**src/rtl/spi_slave_seq_ctrl.sv**
```systemverilog
// Sequencer that owns the SPI slave register port: initialises the slave, then moves words between it and RX/TX streams.
// Status polling with the saturating error counter is built only when SPI_SEQ_STATUS_POLL_EN is defined.
module spi_slave_seq_ctrl #(
    parameter int unsigned       DATA_W    = 16,
    parameter logic [DATA_W-1:0] EOP_VALUE = 16'hFFFF,
    parameter int unsigned       ERR_CNT_W = 8
) (
    input  logic                 clk,
    input  logic                 reset_n,
    output logic                 spi_select,
    output logic [2:0]           mem_addr,
    output logic                 read_n,
    output logic                 write_n,
    output logic [DATA_W-1:0]    data_from_cpu,
    input  logic [DATA_W-1:0]    data_to_cpu,
    input  logic                 dataavailable,
    input  logic                 readyfordata,
    input  logic                 endofpacket,
    output logic [DATA_W-1:0]    rx_data,
    output logic                 rx_valid,
    input  logic                 rx_ready,
    output logic                 rx_eop,
    input  logic [DATA_W-1:0]    tx_data,
    input  logic                 tx_valid,
    output logic                 tx_ready,
    output logic [ERR_CNT_W-1:0] err_count,
    output logic                 init_done
);

    localparam logic [2:0] ADDR_RXDATA  = 3'd0;
    localparam logic [2:0] ADDR_TXDATA  = 3'd1;
    localparam logic [2:0] ADDR_STATUS  = 3'd2;
    localparam logic [2:0] ADDR_CONTROL = 3'd3;
    localparam logic [2:0] ADDR_EOP     = 3'd6;

    typedef enum logic [3:0] {
        S_INIT_EOP,
        S_INIT_CLR,
        S_INIT_CTL,
        S_IDLE,
        S_RD,
        S_WR,
        S_EOP_CLR,
        S_POLL_RD,
        S_POLL_CLR
    } state_t;

    // GAP is the strobes-high cycle that precedes every access not launched from IDLE
    typedef enum logic [1:0] {
        PH_GAP,
        PH_A1,
        PH_A2
    } phase_t;

    state_t              state;
    phase_t              phase;
    logic [2:0]          acc_addr;
    logic                acc_write;
    logic [DATA_W-1:0]   acc_wdata;
    logic                rd_eop;

`ifdef SPI_SEQ_STATUS_POLL_EN
    localparam int unsigned STATUS_E_BIT = 8;
    logic [5:0] idle_cnt;
`else
    assign err_count = '0;
`endif

    assign rd_eop = endofpacket | (data_to_cpu == EOP_VALUE);

    // Access launched from the GAP phase of each chained state
    always_comb begin
        acc_addr  = ADDR_RXDATA;
        acc_write = 1'b0;
        acc_wdata = '0;
        case (state)
            S_INIT_EOP: begin
                acc_addr  = ADDR_EOP;
                acc_write = 1'b1;
                acc_wdata = EOP_VALUE;
            end
            S_INIT_CLR, S_EOP_CLR, S_POLL_CLR: begin
                acc_addr  = ADDR_STATUS;
                acc_write = 1'b1;
            end
            S_INIT_CTL: begin
                acc_addr  = ADDR_CONTROL;
                acc_write = 1'b1;
            end
            S_POLL_RD: acc_addr = ADDR_STATUS;
            default: ;
        endcase
    end

    always_ff @(posedge clk or negedge reset_n) begin
        if (!reset_n) begin
            state         <= S_INIT_EOP;
            phase         <= PH_GAP;
            spi_select    <= 1'b0;
            mem_addr      <= '0;
            read_n        <= 1'b1;
            write_n       <= 1'b1;
            data_from_cpu <= '0;
            rx_data       <= '0;
            rx_valid      <= 1'b0;
            rx_eop        <= 1'b0;
            tx_ready      <= 1'b0;
            init_done     <= 1'b0;
`ifdef SPI_SEQ_STATUS_POLL_EN
            err_count     <= '0;
            idle_cnt      <= '0;
`endif
        end else begin
            tx_ready <= 1'b0;
            if (rx_valid && rx_ready) begin
                rx_valid <= 1'b0;
                rx_eop   <= 1'b0;
            end

            if (state == S_IDLE) begin
                // A word being accepted this cycle frees the RX slot, so RD may start now
                if (dataavailable && (!rx_valid || rx_ready)) begin
                    state      <= S_RD;
                    phase      <= PH_A1;
                    spi_select <= 1'b1;
                    read_n     <= 1'b0;
                    mem_addr   <= ADDR_RXDATA;
                end else if (readyfordata && tx_valid) begin
                    state         <= S_WR;
                    phase         <= PH_A1;
                    spi_select    <= 1'b1;
                    write_n       <= 1'b0;
                    mem_addr      <= ADDR_TXDATA;
                    data_from_cpu <= tx_data;
                end
`ifdef SPI_SEQ_STATUS_POLL_EN
                else if (idle_cnt == '1) begin
                    idle_cnt <= '0;
                    state    <= S_POLL_RD;
                    phase    <= PH_GAP;
                end else begin
                    idle_cnt <= idle_cnt + 1'b1;
                end
`endif
            end else begin
                case (phase)
                    PH_A1: begin
                        phase <= PH_A2;
                        if (state == S_WR)
                            tx_ready <= 1'b1;
                    end
                    PH_A2: begin
                        phase      <= PH_GAP;
                        spi_select <= 1'b0;
                        read_n     <= 1'b1;
                        write_n    <= 1'b1;
                        case (state)
                            S_INIT_EOP: state <= S_INIT_CLR;
                            S_INIT_CLR: state <= S_INIT_CTL;
                            S_INIT_CTL: begin
                                state     <= S_IDLE;
                                init_done <= 1'b1;
                            end
                            S_RD: begin
                                rx_data  <= data_to_cpu;
                                rx_eop   <= rd_eop;
                                rx_valid <= 1'b1;
                                state    <= rd_eop ? S_EOP_CLR : S_IDLE;
                            end
`ifdef SPI_SEQ_STATUS_POLL_EN
                            S_POLL_RD: begin
                                if (data_to_cpu[STATUS_E_BIT]) begin
                                    if (err_count != '1)
                                        err_count <= err_count + 1'b1;
                                    state <= S_POLL_CLR;
                                end else begin
                                    state <= S_IDLE;
                                end
                            end
`endif
                            default: state <= S_IDLE;
                        endcase
                    end
                    default: begin
                        phase         <= PH_A1;
                        spi_select    <= 1'b1;
                        mem_addr      <= acc_addr;
                        write_n       <= !acc_write;
                        read_n        <= acc_write;
                        data_from_cpu <= acc_wdata;
                    end
                endcase
            end
        end
    end

endmodule
```
**config.mk**
```make
export PLATFORM = sky130hd
export DESIGN_NAME = spi_slave_seq_ctrl
export DESIGN_NICKNAME = d
export VERILOG_FILES = /design/src/rtl/spi_slave_seq_ctrl.sv
export SDC_FILE = /design/constraint.sdc
export NUM_CORES = 1
export LEC_CHECK = 0
export ABC_AREA = 1
export CORE_MARGIN = 2
export CORE_UTILIZATION = 45
export CTS_BUF_LIST = sky130_fd_sc_hd__clkbuf_4 sky130_fd_sc_hd__clkbuf_8
export DETAILED_ROUTE_END_ITERATION = 8
export PLACE_DENSITY = 0.87
export SYNTH_ARGS = -nofsm -noshare
export SYNTH_HDL_FRONTEND = slang
export SYNTH_SLANG_ARGS = --single-unit
```
**constraint.sdc**
```tcl
create_clock -name clk -period 1.6 [get_ports clk]
set_input_delay 0.16 -clock clk [delete_from_list [all_inputs] [get_ports clk]]
set_output_delay 0.16 -clock clk [all_outputs]
set_load 0.01 [all_outputs]
```
; ---- Word level (Yosys, flattened, before mapping)
; Cells that the tools add are included.
[totals]
memories = 0
mem_bits_rw = 0
rom_bits = 0
input_bits = 39
reg_bits = 48
latchBits = 0
wordCells = 93
[classes]
n_reduce_logical = 19
n_addsub = 0
n_div = 0
muxes = 43
bitwise_logic = 2
n_mul = 0
n_shift = 0
n_lt_le_gt_ge = 0
n_eq_ne = 17
[ops]
columns = cell, count
row1 = two-way mux 16 bit, 5
row2 = two-way mux 1 bit, 20
row3 = one-hot mux 3 bit (3 select lines), 2
row4 = "equality test 16 bit, second input constant", 1
row5 = "equality test 4 x 3 -> 1 bit, second input constant", 4
row6 = two-way mux 4 bit, 4
row7 = two-way mux 3 bit, 5
row8 = AND reduction 3 bit, 4
row9 = "equality test 4 x 2 -> 1 bit, second input constant", 2
row10 = AND reduction 2 bit, 4
row11 = two-way mux 2 bit, 3
row12 = "!= test 2 x 1 -> 1 bit, second input constant", 3
row13 = one-hot mux 1 bit (2 select lines), 3
row14 = OR reduction 5 bit, 1
row15 = "equality test 4 x 1 -> 1 bit, second input constant", 1
row16 = "equality test 4 bit, second input constant", 1
row17 = logical NOT 4 bit, 1
row18 = "!= test 2 bit, second input constant", 2
row19 = one-hot mux 2 bit (2 select lines), 1
row20 = OR reduction 4 bit, 1
row21 = logical AND 1 bit, 3
row22 = "!= test 3 x 1 -> 1 bit, second input constant", 1
row23 = "equality test 2 x 1 -> 1 bit, second input constant", 1
row24 = "equality test 2 bit, second input constant", 1
row25 = other kinds (6), 7

; ---- Logic depth before layout (Yosys ltp)
; Gate-level depths: netlist of the first run.
[depth]
depth_word = 6
depth_mapped = 9
depth_no_buf = 8

; ---- Worst setup path after synthesis of the first run
; No wires, ideal clock.
[synth_timing]
path_type = reg2reg
start = reg state[2]
end = reg rx_data[0]
arrival_ns = 1.355
setup_time_ns = 0.125
required_time_ns = 1.475
path_slack_ns = 0.120
stages_incl_launch_ff = 7
period_less_slack_ns = 1.480
path_buffers = 1
cell_sequence = dfrtp_1 inv_2 or2_4 nor2_4 nand2_4 buf_8 mux2_4
[synth_between]
elab_chain_cells = 3
word_cells_on_any_way = 4
cone_classes = eq/ne: 2 / bitwise: 1 / reduce/logical: 1
[synth_rtl]
columns = element, line
row1 = from (decl), 55  ; state_t state;
row2 = from (signal assigned), 168  ; state <= rd_eop ? S_EOP_CLR : S_IDLE;
row3 = equality test 4 x 2 -> 1 bit, 120  ; if (state == S_IDLE) begin
row4 = NOT 1 bit (no line), n/a
row5 = AND reduction 3 bit (no line) *, n/a
row6 = to (signal assigned), 165  ; rx_data <= data_to_cpu;
row7 = to (decl), 19  ; output logic [DATA_W-1:0] rx_data,
; Mark *: on every way between the ends. The rest lies on a longest branch, timed or not.
; A chain may end at the register's enable or synchronous reset.

; ---- Worst setup path in the final report of the first run
[layout_timing]
start = reg write_n
end = out write_n
[layout_lines]
columns = element, line
row1 = from (decl), 13  ; output logic write_n,
row2 = from (signal assigned), 188  ; write_n <= !acc_write;
; No word-level cell between the ends.

==> metrics.md, run 1 <==
| Metric | Value |
|---|---|
| Critical path arrival | 1.40 ns |
| First-pass GRT wire length | 8720 um |
| Drt drc | 0 |
| Post-synth cell types | 30 |
| Routed len/inst | 13.5 um |
| Post-layout worst setup margin | 0.0369 ns |
| Max H-tree Level | 2 |
| DR iter-0 viols | 110 |
| Pwr dens | 1930 nW/um^2 |
| Critical path endpoint category | primary output |
| Crit path largest cell delay | 0.57 ns |
| # setup viols final | 0 |
| Vias/cell | 4.74 |
| CP Depth | 1 |
| Worst path top cell family by delay | buffers and inverters |
| Slowest CP cell | clkdlybuf4s50_1 |
| CP Data Required Time | 1.44 ns |
| First-pass DRT Iterations | 4 |
| Die height | 74.8 um |
| FMAX | 640 MHz |
| GPL Wtd Cong | 0.778 |
| Final wirelength | 5450 um |
| Dpl cells | 394 |
| Clk buf depth | 2 |
| Setup bufs post-CTS | 0 |
| GRT Total Usage | 21.1% |
| Place WS | -0.00916 ns |
| Share of cells above drive strength 1 | 14.9% |
| Clk_skew | 0.0129 ns |
| Die width | 74.8 um |
| Overall die area | 5590 um^2 |
| Worst Hold Class | input pin to asynchronous set/reset pin |
| Finished Cell Area | 3260 um^2 |
| Io pins | 89 |
| Vias in the first global route | 1,847 |
| Port bufs | 80 |
| CP Max Fanout | 2 |
| Reg2reg path depth | 4 |
| P&R area growth vs syn | 44.5% |
| Mapped Avg Cell Area | 9.27 um^2 |
| Root Buffer | clkbuf_8 |
| CP Cell Sequence | clkdlybuf4s50_1 |
| Period utilization | 97.7% |
| Minimum clock period | 1.56 ns |
| Cts bufs inserted | 5 |
| Setup TNS | 0 ns |
| Dpl cell area | 3150 um^2 |
| Pleak | 1.63 nW |
| Buf+Inv Stages, Crit Path | 1 |
| Post-Syn Area | 2250 um^2 |
| RSZ-0062 raised after global routing | yes |
| Syn. warnings | 0 |
| Sequential area share after synthesis | 52.3% |
| Total grt overflow | 0 |
| Most frequent cells in the layout | nand2_1, clkdlybuf4s50_1, dfrtp_1 |
| Final Max Slew Viols | 0 |
| Sink Count | 47 |
| Crit Path Category | flop to primary output |
| Largest net degree at the start of global routing | 30 |
| Final nets | 376 |
| CP startpoint kind | flop |
| Core area | 4790 um^2 |
| Outcome | completed |
| Final hold viol count | 0 |
| Starting Density | 47.1% |
| Latest clock arrival within the worst-skew pair | 0.31 ns |
| # diodes | 0 |
| CTS tree | done |
| Max-Cap Viols | 0 |
| CTS clk-pin slew, worst paths | 0.09 ns |
| Post-Syn Instances | 243 |
| Via count | 1,910 |
| VDD IR-drop max | 0.00105 V |
| Post-detail-place hpwl | 4200 um |
| Initial antenna violation count | 0 |
| Most common cell after layout, fill and taps aside | nand2_1 |
| Antenna-violating nets left | 0 |
| Row count | 25 |
| Flop and latch count out of synthesis | 47 |
| Finished Layout Cells | 403 |
| Final Hold Slack | 0.330 ns |
[final cells by class]
cell class	count	area, um^2
flip-flops and latches	47	1180
multi-input cells	177	952
repair buffers	94	916
well taps	67	83.8
fillers	386	1530
inverters	10	37.5
clock inverters	2	12.5
clock buffers	6	76.3
[where the power goes]
part / switching (W) / internal [W] / total, W
clock: 0.000397 / 0.000323 / 0.000720
combinational: 0.00165 / 0.00180 / 0.00345
sequential: 0.000325 / 0.00179 / 0.00212
total: 0.00237 / 0.00392 / 0.00629
[layer usage]
layer | vias to the layer above | GRT usage, % | share of wire, % | wire length (um)
met4 | 0 | 8.53 | 2.1 | 114
met1 | 899 | 25.5 | 40 | 2180
met5 | - | 0 | 0 | 0
met3 | 11 | 4.02 | 3.6 | 198
met2 | 54 | 37.1 | 54 | 2960
li1 | 946 | - | - | -
[metrics by stage]
step                total power (W)  util, %
floorplan                   0.00397        -
global placement            0.00540     65.8
global route                0.00675     68.1
detailed placement          0.00554     65.8
CTS                         0.00629     67.9
finish                      0.00629     68.1
[final timing paths]
kind	startpoint	end	slack [ns]
max	write_n	write_n	0.04
min	reset_n	rx_data[1]	0.33
max reg2reg	state[1]	rx_data[6]	0.10
min reg2reg	data_from_cpu[10]	data_from_cpu[10]	0.48
min in group clk	rx_ready	rx_valid	0.48
max in group asynchronous	reset_n	read_n	0.69
[kinds of logic (layout without fill, tap and decap cells)]
group	count (synthesis)	in the layout	share of synthesized area, %
compound gates	20	20	5.00
mux	17	17	9.99
fa+ha+maj	2	2	1.11
flops	47	47	52.3
other cells	1	8	0.166
buf+inv	26	112	6.94
simple gates	130	130	24.5
[cell usage after synthesis]
cell / number / share of area [%]
ha_1: 2 / 1.1
buf_6: 1 / 0.50
or2_4: 1 / 0.39
mux2_2: 8 / 4.0
or2_1: 1 / 0.28
mux2_4: 9 / 6.0
conb_1: 1 / 0.17
a22oi_1: 1 / 0.33
nor2_1: 9 / 1.5
nand2_4: 2 / 1.0
o21ai_0: 9 / 2.0
nand2_1: 95 / 16
clkbuf_1: 2 / 0.33
a21oi_1: 5 / 1.1
dfstp_2: 2 / 2.3
dfrtp_1: 45 / 50
a21boi_0: 1 / 0.33
a31oi_1: 2 / 0.56
inv_1: 8 / 1.3
clkinv_1: 1 / 0.17
nand2_2: 1 / 0.28
nor3_1: 1 / 0.22
o21bai_1: 1 / 0.33
buf_2: 2 / 0.44
nand3_1: 18 / 4.0
buf_4: 10 / 3.3
nor2_4: 2 / 1.0
inv_2: 1 / 0.17
buf_8: 1 / 0.67
a21o_1: 1 / 0.33
[flip-flops by register name, indices dropped and copies added (netlist names)]
| signal | flops |
|---|---|
| read_n | 1 |
| data_from_cpu | 16 |
| init_done | 1 |
| phase | 2 |
| tx_ready | 1 |
| rx_valid | 1 |
| state | 3 |
| write_n | 1 |
| mem_addr | 3 |
| rx_eop | 1 |
| spi_select | 1 |
| rx_data | 16 |
[timing repair]
action / CTS / global route
hold endpoints to repair: 18 / 0
gates resized for setup: 0 / 3
hold buffers: 1 / 0
setup endpoints to repair: 0 / 14
Note: power is estimated with default switching activity, not from simulation.
==> run 2: changes to the inputs <==
CORE_UTILIZATION = 40   (was 45)
PLACE_DENSITY = 0.83   (was 0.87)
clock period = 1.4 ns   (was 1.6 ns; I/O delays follow)
==> run 2 against run 1 <==
Compared with the run above:
- critical path type is now flop to flop
- critical path depth rose by 4
- largest power group unchanged
- worst hold slack got worse by 0.0060 ns
- wire length rose by 20%
- clock power rose by 27%
- the flow now finishes with violations (setup timing)
- clock skew fell by 0.0067 ns
- global-route usage fell by 2.2 points
- first-iteration DRC count did not move
- count of clock-buffer cells in the layout rose by 2
- flip-flop and latch count did not move
- die area rose by 12%
- non-clock buffer count rose by 23
- total power rose by 33%
==> metrics.md, run 2 (synthesis gave the netlist of run 1 again) <==
| Metric | Value |
|---|---|
| Biggest regs | data_from_cpu (16), rx_data (16) |
| Pleak | 1.80 nW (+11%) |
| DR iter-0 viols | 110 (unchanged) |
| # setup viols final | 20 (+20) |
| Vias/cell | 4.96 (+4.6%) |
| First-pass DRT Iterations | 4 (unchanged) |
| Final Max Slew Viols | 0 (unchanged) |
| Largest net degree at the start of global routing | 30 (unchanged) |
| Critical path arrival | 1.65 ns (+0.25 ns) |
| Max-Cap Viols | 0 (unchanged) |
| Buf+Inv Stages, Crit Path | 1 (unchanged) |
| RSZ-0062 raised after global routing | yes |
| Drt drc | 0 (unchanged) |
| Pwr dens | 2280 nW/um^2 (+18%) |
| CTS tree | done |
| CP Cell Sequence | or2_4 -> nor2_4 -> buf_4 -> nand2_8 -> mux2_4 |
| Slowest CP cell | dfrtp_1 |
| Place WS | -0.0902 ns (-0.0811 ns) |
| Root Buffer | clkbuf_8 |
| Clk network pwr share | 10.9% (-0.6 points) |
| Post-detail-place hpwl | 4080 um (-2.8%) |
| Total grt overflow | 0 (unchanged) |
| Finished Cell Area | 3670 um^2 (+13%) |
| Final hold viol count | 0 (unchanged) |
| First-pass GRT wire length | 9250 um (+6.1%) |
| Internal Pwr Total | 0.00518 W (+32%) |
| Cts bufs inserted | 5 (unchanged) |
| Most frequent cells in the layout | nand2_1, clkdlybuf4s50_1, dfrtp_1 |
| Share of cells above drive strength 1 | 25.8% (+11 points) |
| Sink Count | 47 (unchanged) |
| Final Hold Slack | 0.324 ns (-0.00605 ns) |
| Vias in the first global route | 2,049 (+11%) |
| Most common cell after layout, fill and taps aside | nand2_1 |
| Outcome | complete, but fails checks |
| P&R area growth vs syn | 63.0% |
| Switch share | 38.1% (+0.46 points) |
| # diodes | 0 (unchanged) |
| Die height | 79.1 um (+5.7%) |
| Routed len/inst | 15.1 um (+11%) |
| FMAX | 681 MHz |
| GPL Wtd Cong | 0.804 (+3.4%) |
| Post-layout worst setup margin | -0.0685 ns (-0.105 ns) |
| Clk buf depth | 2 (unchanged) |
| CP Max Fanout | 5 (+3) |
| Latest clock arrival within the worst-skew pair | 0.30 ns (about the same) |
| CP startpoint kind | flop |
| Final nets | 401 (+6.6%) |
| Worst Hold Class | input pin to asynchronous set/reset pin |
| Crit Path Category | flop to flop |
| Crit path largest cell delay | 0.42 ns (-0.15 ns) |
| Overall die area | 6250 um^2 (+12%) |
| Port bufs | 80 (unchanged) |
| Area of the multi-input gates | 1110 um^2 (+17%) |
| GRT Total Usage | 18.9% (-2.2 points) |
| Period utilization | 105% |
| Fill cells | 384 (-0.52%) |
| CP Data Required Time | 1.58 ns (+0.14 ns) |
| Starting Density | 41.2% (-5.9 points) |
| Failing checks | setup timing |
| Max H-tree Level | 2 (unchanged) |
| Worst path top cell family by delay | simple AND/OR/NAND/NOR gates |
| VDD IR-drop max | 0.00103 V (-1.5%) |
| Combinational Power Share | 59.7% (+4.9 points) |
| Power Total | 0.00837 W (+33%) |
| Critical path endpoint category | flop |
| Row count | 27 (+8.0%) |
| Initial antenna violation count | 0 (unchanged) |
| Via count | 2,147 (+12%) |
| CTS clk-pin slew, worst paths | 0.08 ns (about the same) |
| Antenna-violating nets left | 0 (unchanged) |
| Setup TNS | -0.750 ns (-0.750 ns) |
| Sw Pwr | 0.00319 W (+35%) |
| Seq pwr share | 29.3% (-4.4 points) |
| Io pins | 89 (unchanged) |
| Clk_skew | 0.00625 ns (-0.00670 ns) |
| Minimum clock period | 1.47 ns |
| Die width | 79.1 um (+5.7%) |
| Final wirelength | 6520 um (+20%) |
| Register area | 1180 um^2 (unchanged) |
| Dpl cell area | 3270 um^2 (+3.7%) |
| Core area | 5470 um^2 (+14%) |
-- run 2: worst register-to-register path, stage by stage (launching register included) --
cell and delay [ns]:
dfrtp_1 0.42, or2_4 0.29, nor2_4 0.11, buf_4 0.16, nand2_8 0.08, mux2_4 0.30
-- run 2: area by class of cell --
cell class	instances	share of cell area [%]
clock buffer	8	2.83
inverter	10	1.02
multi-input combinational	179	30.2
sequential	47	32.1
tap	72	2.45
timing repair buffer	117	31.4
-- run 2: stage by stage --
| stage | util (%) | instances |
|---|---|---|
| 6_report | 67.1 | 433 |
| 5_1_grt | 67.1 | 433 |
| 4_1_cts | 62.8 | 423 |
| 3_5_place_dp | 59.7 | 413 |
| 3_3_place_gp | 59.7 | 413 |
| 2_1_floorplan | - | 250 |
-- run 2: timing repair --
item / in CTS / in global routing
gates resized for setup: 16 / 37
cloned: 0 / 2
pin swaps: 4 / 3
hold buffers: 1 / 0
hold endpoints to repair: 18 / 0
setup buffers: 1 / 8
setup endpoints to repair: 44 / 45
-- run 2: final timing paths --
path	start	end	slack, ns	depth (start not counted)
worst max register to register	state[1]	rx_data[5]	-0.07	5
max in group asynchronous	reset_n	write_n	0.49	3
min in group clk	data_from_cpu[7]	data_from_cpu[7]	0.47	2
worst min-delay path	reset_n	rx_data[0]	0.32	2
worst min register to register	data_from_cpu[7]	data_from_cpu[7]	0.47	2
worst max-delay path	state[1]	rx_data[5]	-0.07	5
-- run 2: routing by layer --
metal | up-vias | global-route usage [%] | share of wire, %
met5 | - | 0 | 0
li1 | 1005 | - | -
met3 | 15 | 4.43 | 6.6
met4 | 0 | 5.34 | 2.0
met2 | 88 | 33.4 | 53
met1 | 1039 | 23.0 | 39
-- run 2: power by group through the flow --
stage	registers [W]	clock network [W]	logic [W]
floorplan	0.00271	0	0.00187
global placement	0.00241	0	0.00405
detailed placement	0.00244	0	0.00415
CTS	0.00242	0.000921	0.00431
global route	0.00253	0.00100	0.00534
finish	0.00245	0.000915	0.00500
